### config.mk
export PLATFORM = sky130hd
export DESIGN_NAME = pcm_frame_packer
export DESIGN_NICKNAME = d
export VERILOG_FILES = /design/src/rtl/pcm_frame_packer.sv
export SDC_FILE = /design/constraint.sdc
export NUM_CORES = 1
export LEC_CHECK = 0
export CAP_MARGIN = 25
export CORE_AREA = 2 2 64 66
export DETAILED_ROUTE_END_ITERATION = 16
export DIE_AREA = 0 0 66 68
export PLACE_DENSITY = 0.76
export SETUP_SLACK_MARGIN = 0.4
export SYNTH_ARGS = -nofsm -noshare
export SYNTH_HDL_FRONTEND = slang
export SYNTH_SLANG_ARGS = --single-unit
### constraint.sdc
create_clock -name clk -period 1.95 [get_ports clk]
set_input_delay 0.39 -clock clk [delete_from_list [all_inputs] [get_ports clk]]
set_output_delay 0.39 -clock clk [all_outputs]
set_load 0.05 [all_outputs]
### src/rtl/pcm_frame_packer.sv
// Serialises one multi-channel PCM frame per sample strobe into a byte-wide FIFO write port.
// Optional sync header, per-frame byte order, and a saturating count of dropped frames.
module pcm_frame_packer #(
  parameter int unsigned SAMPLE_WIDTH = 16,
  parameter int unsigned NUM_CH       = 1,
  parameter int unsigned HEADER_EN    = 0,
  parameter logic [7:0]  HEADER_BYTE  = 8'hA5,
  parameter int unsigned OVF_WIDTH    = 16
) (
  input  logic                           clk,
  input  logic                           rst_n,
  input  logic [NUM_CH*SAMPLE_WIDTH-1:0] sample_i,
  input  logic                           sample_valid_i,
  input  logic                           big_endian_i,
  input  logic                           fifo_full_i,
  output logic                           fifo_wr_en_o,
  output logic [7:0]                     fifo_write_data_o,
  output logic                           busy_o,
  output logic [OVF_WIDTH-1:0]           overflow_count_o
);

  localparam int unsigned Bps    = SAMPLE_WIDTH / 8;
  localparam int unsigned Total  = HEADER_EN + NUM_CH * Bps;
  localparam int unsigned IdxW   = $clog2(Total + 1);
  localparam int unsigned FrameW = NUM_CH * SAMPLE_WIDTH;
  localparam logic [IdxW-1:0] LastIdx = IdxW'(Total - 1);

  typedef enum logic [0:0] {StIdle, StSend} state_e;

  state_e                state_q, state_d;
  logic [FrameW-1:0]     frame_q, frame_d;
  logic                  order_q, order_d;
  logic [IdxW-1:0]       idx_q, idx_d;
  logic [OVF_WIDTH-1:0]  ovf_q, ovf_d;
  logic                  wr_en, last_byte, capture, drop;

  always_ff @(posedge clk) begin
    if (!rst_n) begin
      state_q <= StIdle;
      frame_q <= '0;
      order_q <= 1'b0;
      idx_q   <= '0;
      ovf_q   <= '0;
    end else begin
      state_q <= state_d;
      frame_q <= frame_d;
      order_q <= order_d;
      idx_q   <= idx_d;
      ovf_q   <= ovf_d;
    end
  end

  always_comb begin
    last_byte = wr_en && (idx_q == LastIdx);
    // A strobe on the final write cycle chains straight into the next frame.
    capture   = sample_valid_i && ((state_q == StIdle) || last_byte);
    drop      = sample_valid_i && (state_q == StSend) && !last_byte;

    state_d = state_q;
    unique case (state_q)
      StIdle:  if (sample_valid_i) state_d = StSend;
      StSend:  if (last_byte && !sample_valid_i) state_d = StIdle;
      default: state_d = StIdle;
    endcase

    frame_d = frame_q;
    order_d = order_q;
    idx_d   = idx_q;
    if (capture) begin
      frame_d = sample_i;
      order_d = big_endian_i;
      idx_d   = '0;
    end else if (wr_en) begin
      idx_d = idx_q + IdxW'(1);
    end

    ovf_d = ovf_q;
    if (drop && (ovf_q != '1)) ovf_d = ovf_q + OVF_WIDTH'(1);
  end

  always_comb begin
    wr_en             = (state_q == StSend) && !fifo_full_i;
    busy_o            = (state_q == StSend);
    fifo_wr_en_o      = wr_en;
    overflow_count_o  = ovf_q;
    fifo_write_data_o = 8'h00;
    if (state_q == StSend) begin
      if ((HEADER_EN != 0) && (idx_q == '0)) fifo_write_data_o = HEADER_BYTE;
      for (int unsigned c = 0; c < NUM_CH; c++) begin
        for (int unsigned b = 0; b < Bps; b++) begin
          if (idx_q == IdxW'(HEADER_EN + c * Bps + b)) begin
            fifo_write_data_o =
              frame_q[c * SAMPLE_WIDTH + (order_q ? (Bps - 1 - b) : b) * 8 +: 8];
          end
        end
      end
    end
  end

endmodule

==> results of run 1 <==
power breakdown:
group	leakage [uW]	internal [uW]	switching, uW	total (uW)
Combinational	0.000717	177	160	337
Clock	0.0000479	249	266	515
Sequential	0.000307	744	25.8	769
area by class of cell:
class / instances / area (sq um) / area share [%]
well taps: 50 / 62.56 / 2.023
inverters: 6 / 22.52 / 0.7282
repair buffers: 73 / 824.5 / 26.66
clock inverters: 3 / 18.77 / 0.6068
clock buffers: 5 / 68.82 / 2.225
multi-input cells: 167 / 1316 / 42.56
flip-flops and latches: 36 / 779.5 / 25.20
worst min-delay path by stage:
stage | startpoint | endpoint | slack [ns] | cells past startpoint
after global routing | frame_q[6] | frame_q[6] | 0.49 | 2
after CTS | frame_q[6] | frame_q[6] | 0.47 | 2
after floorplan | frame_q[0] | frame_q[0] | 0.45 | 2
after detailed placement | frame_q[6] | frame_q[6] | 0.46 | 2
after global placement | frame_q[2] | frame_q[2] | 0.45 | 2
final | frame_q[6] | frame_q[6] | 0.47 | 2
flip-flops by register name (all words and copies together) (netlist names):
register and count:
idx_q 2, busy_o 1, order_q 1, frame_q 16, overflow_count_o 16
timing repair:
item,4_1_cts,5_1_grt
cloned,0,1
resized for setup,56,46
pin swaps,8,26
hold buffers,0,0
buffers inserted,4,9
endpoints found under the setup margin,51,44
synth_stat cells (4+ instances only):
cell	number
inv_1	6
or4_1	7
nand2_1	48
o21ai_0	4
nor2b_1	9
a22oi_1	8
nor2_1	8
a21oi_1	28
o31ai_1	7
or3_1	4
nand2b_1	4
clkbuf_1	7
buf_2	4
nand3_1	6
dfxtp_1	36
per-stage QoR:
step | TNS, ns | power [uW]
after detailed placement | -1.532 | 1078
final | -0.7855 | 1622
after CTS | -1.011 | 1613
after floorplan | 0 | 950.0
after global placement | -1.003 | 1073
after global routing | -1.351 | 1700
per-layer routing:
layer | vias to the layer above | share of wire, % | GRT usage, %
met4 | 0 | 0.94 | 7.143
met3 | 5 | 5.0 | 4.276
met2 | 58 | 51 | 39.39
met1 | 894 | 43 | 26.10
met5 | - | 0 | 0
li1 | 931 | - | -
cell families (layout without fill, tap and decap cells):
kind of cell	count (synthesis)	after routing	synth area share, %
multiplexers	3	3	1.709
AND/OR/NAND/NOR	102	102	30.06
flip-flops	36	36	41.03
adder cells (fa/ha/maj)	3	3	2.137
buffers and inverters	17	87	3.918
XOR/XNOR	1	1	0.4987
AO/OA/AOI/OAI	58	58	20.66
worst register-to-register path, stage by stage (launching register included):
cell	delay, ns
dfxtp_2	0.32
inv_2	0.05
ha_4	0.16
buf_4	0.13
buf_6	0.11
nand2b_4	0.09
nand4_1	0.16
buf_6	0.18
or4_1	0.39
a21oi_1	0.13
==> metrics, run 1 <==
die height=68 um; Worst Path Required=1.56 ns; Vias/cell=5.553; drt wl/cell=14.99 um; period utilization=105.5%; CTS root buf=clkbuf_8; most used flip-flop cell after synthesis=dfxtp_1; 1st-iter DRT viols=76; Pre-Repair DR Iteration Count=4; Ys Warns=0; Final nets=313; Remaining Overflow, GRT=0; CTS H-tree depth=2; Worst Tran Pin Value=0.5777 ns; post-synth cell types=36; Tmin final=2.058 ns; clk buf depth=2; ANT nets after route=0; final setup violation count=8; Critical path origin=idx_q[1]; critical path, cell by cell=inv_2 > ha_4 > nand2b_4 > mux2i_4 > buf_6 > a22oi_2 > nor2b_4 > buf_12; Port Buf Inserts=46; Critical R2R Launch=idx_q[1]; mean area per synthesized cell=7.985 sq um; reg2reg end=overflow_count_o[13]; Clk Latency, worst-skew pair=0.29 ns; WS Path Type=flop to primary output; final hold violation count=0; Max-Cap Viols=0; Layout Skew=0.01188 ns; pre-CTS setup slack=-0.1875 ns; Leak=0.001072 uW; delay-heaviest family, CP=buffers and inverters; top cell type's share of synthesized area=41.03%; Setup crit end kind=primary output; Gate Count Post-Synth=220; violated checks=negative setup slack; top cell type by total area after synthesis=dfxtp_1; clock sinks=36; fmax=0.4859 GHz; io pins=47; Post-Layout Cell Count=340; via count=1888; clk slew on worst S/H paths=0.08 ns; CP peak stage delay=0.32 ns; worst min-delay path class=flop to flop; number of flops mapped to enable cells by yosys=0; Max Slew Vio Count=0; area delta synth->final=76.07%; layout cell share with drive strength beyond 1=47.24%; Post-Syn Area=1757 sq um; Final Core Density=80.21%; CTS tree=built; initial antenna violation count=0; DP Wirelength=3284 um; final WL=5097 um; Core Region=3856 sq um; Async SR Flop Fraction=0%; design area=3093 sq um; Worst Hold Slack=0.4664 ns; Fillers=248; Rel. slew slack=61.20%; capture point of the critical path=fifo_write_data_o[4]; Die Wd=66 um; vias in the first global route=1741; dpl cell area=2656 sq um; initial core utilization=45.55%; RSZ-0062 raised after global routing=true; gr usage total=21.80%; global-route wire length before repair=7659 um; Buffers & Inverters on Critical Path=3; row count=23; FF-to-FF setup slack=0.15 ns; Num CTS Buffers=5; Net Count, Synth=244; leading cell type in the layout, fill and taps excluded=nand2_1; R2R depth=9; sequential-to-total area share from yosys stat=41.03%; Final WS setup=-0.1081 ns; CP max-delay cell=dfxtp_2; CP max FO=4; Yosys reg bits=36; number of remaining DRC errors=0; worst endpoint data arrival time=1.67 ns; Power Dens Cells=524.3 nW/um^2; dpl cells=318; Die ar.=4488 sq um; status=finished with violations; Max IR drop VDD=0.0003000 V; commonest cells after routing, fill and taps aside=nand2_1 (47), a21oi_1 (22), clkdlybuf4s50_1 (19); largest net degree at the start of global routing=18; ant diodes=0; CP Depth=8; gpl congestion=0.8669; CP startpoint kind=flop; largest cells by area after synthesis=dfxtp_1 (41%), nand2_1 (10%), a21oi_1 (8.0%)
No activity file was read; power rests on OpenSTA's default activity.
==> inputs of run 2 (changes only) <==
--- a/config.mk
+++ b/config.mk
@@ -9,6 +9,7 @@
 export CORE_AREA = 2 2 64 66
 export DETAILED_ROUTE_END_ITERATION = 16
 export DIE_AREA = 0 0 66 68
+export MAX_ROUTING_LAYER = met4
 export PLACE_DENSITY = 0.76
 export SETUP_SLACK_MARGIN = 0.4
 export SYNTH_ARGS = -nofsm -noshare
==> metrics, run 2 (same netlist as run 1, synthesis figures left out) <==
io pins=47; vias in the first global route=1740; largest net degree at the start of global routing=18; Max Slew Vio Count=0; Final WS setup=-0.1102 ns; initial antenna violation count=0; initial core utilization=45.55%; RSZ-0062 raised after global routing=true; final setup violation count=8; Leak=0.001072 uW; Worst Path Required=1.56 ns; gr usage total=22.54%; layout cell share with drive strength beyond 1=47.24%; leading cell type in the layout, fill and taps excluded=nand2_1; clock sinks=36; global-route wire length before repair=7659 um; Max Used Layer=met4; CTS tree=built; CP max-delay cell=dfxtp_2; 1st-iter DRT viols=67; dpl cell area=2656 sq um; commonest cells after routing, fill and taps aside=nand2_1 (47), a21oi_1 (22), clkdlybuf4s50_1 (19); Core Region=3856 sq um; Tmin final=2.060 ns; Fillers=248; number of remaining DRC errors=0; met3 routed WL=216 um; Power Dens Cells=524.8 nW/um^2; Final nets=313; CTS root buf=clkbuf_8; ant diodes=0; Pre-Repair DR Iteration Count=4; final WL=5095 um; Clk Latency, worst-skew pair=0.29 ns; CP startpoint kind=flop; via count=1892; clk buf depth=2; drt wl/cell=14.99 um; Worst Tran Pin Value=0.5775 ns; multi-input logic area=1316 sq um; Max-Cap Viols=0; critical path, cell by cell=inv_2 > ha_4 > nand2b_4 > mux2i_4 > buf_6 > a22oi_2 > nor2b_4 > buf_12; Vias/cell=5.565; Die ar.=4488 sq um; worst min-delay path class=flop to flop; Remaining Overflow, GRT=0; Die Wd=66 um; Worst Hold Slack=0.4657 ns; met2 WL post-DR=2624 um; FF+latch area=779.5 sq um; row count=23; CP peak stage delay=0.32 ns; die height=68 um; clk slew on worst S/H paths=0.08 ns; DP Wirelength=3284 um; Setup crit end kind=primary output; ANT nets after route=0; Max IR drop VDD=0.0003028 V; Port Buf Inserts=46; design area=3093 sq um; gpl congestion=0.8810; period utilization=105.7%; CTS H-tree depth=2; fmax=0.4854 GHz; WS Path Type=flop to primary output; worst endpoint data arrival time=1.67 ns; met1 WL=2205 um; Layout Skew=0.01379 ns; CP max FO=4; area delta synth->final=76.07%; status=finished with violations; Rel. slew slack=61.21%; violated checks=negative setup slack; Num CTS Buffers=5; final hold violation count=0; Power Total=1623 uW
==> run 2: cell counts in the layout (fill, tap and decap cells not counted) <==
No cell type changed its count.
==> run 2: critical path: cells and delay by family, from the launching register on <==
kind | cells | cell delay (ns)
buffers and inverters | 3 | 0.34
AND/OR/NAND/NOR | 2 | 0.30
AO/OA/AOI/OAI | 1 | 0.09
multiplexers | 1 | 0.17
adder cells (fa/ha/maj) | 1 | 0.16
flip-flops | 1 | 0.32
==> run 2: final cells by class <==
| cell class | count | area share [%] |
|---|---|---|
| multi-input combinational | 167 | 42.56 |
| timing repair buffer | 73 | 26.66 |
| sequential | 36 | 25.20 |
| clock buffer | 5 | 2.225 |
| tap | 50 | 2.023 |
| inverter | 6 | 0.7282 |
| clock inverter | 3 | 0.6068 |
==> run 2: worst paths after layout <==
kind / from / to / slack, ns / depth (start not counted)
setup / recovery: idx_q[1] / fifo_write_data_o[4] / -0.11 / 8
hold / removal: frame_q[6] / frame_q[6] / 0.47 / 2
setup reg to reg: idx_q[1] / overflow_count_o[13] / 0.15 / 9
hold reg to reg: frame_q[6] / frame_q[6] / 0.47 / 2
==> run 2: repair_timing <==
item / CTS / global route
hold endpoints to repair: 0 / 0
pin swaps: 8 / 26
setup buffers: 4 / 9
resized for setup: 56 / 46
gates cloned: 0 / 1
setup endpoints to repair: 51 / 44
hold buffers: 0 / 0
==> run 2: routing by layer <==
| layer | GRT usage [%] | vias to the layer above |
|---|---|---|
| met1 | 26.10 | 906 |
| met2 | 39.39 | 51 |
| li1 | - | 930 |
| met4 | 7.143 | 0 |
| met3 | 4.770 | 5 |
| met5 | - | - |
==> run 2: power by group <==
part,leakage [uW],internal (uW),switching (uW)
clock,0.0000479,249,268
sequential,0.000307,744,25.8
combinational,0.000717,177,160
==> run 2: per-stage QoR <==
step           TNS (ns)  cells  setup slack (ns)  util (%)
2_1_floorplan         0    220            0.1571         -
3_3_place_gp     -1.003    318           -0.1387     68.88
3_5_place_dp     -1.532    318           -0.1875     68.88
4_1_cts          -1.011    330           -0.1408     73.78
5_1_grt          -1.372    340           -0.1882     80.21
6_report        -0.7889    340           -0.1102     80.21
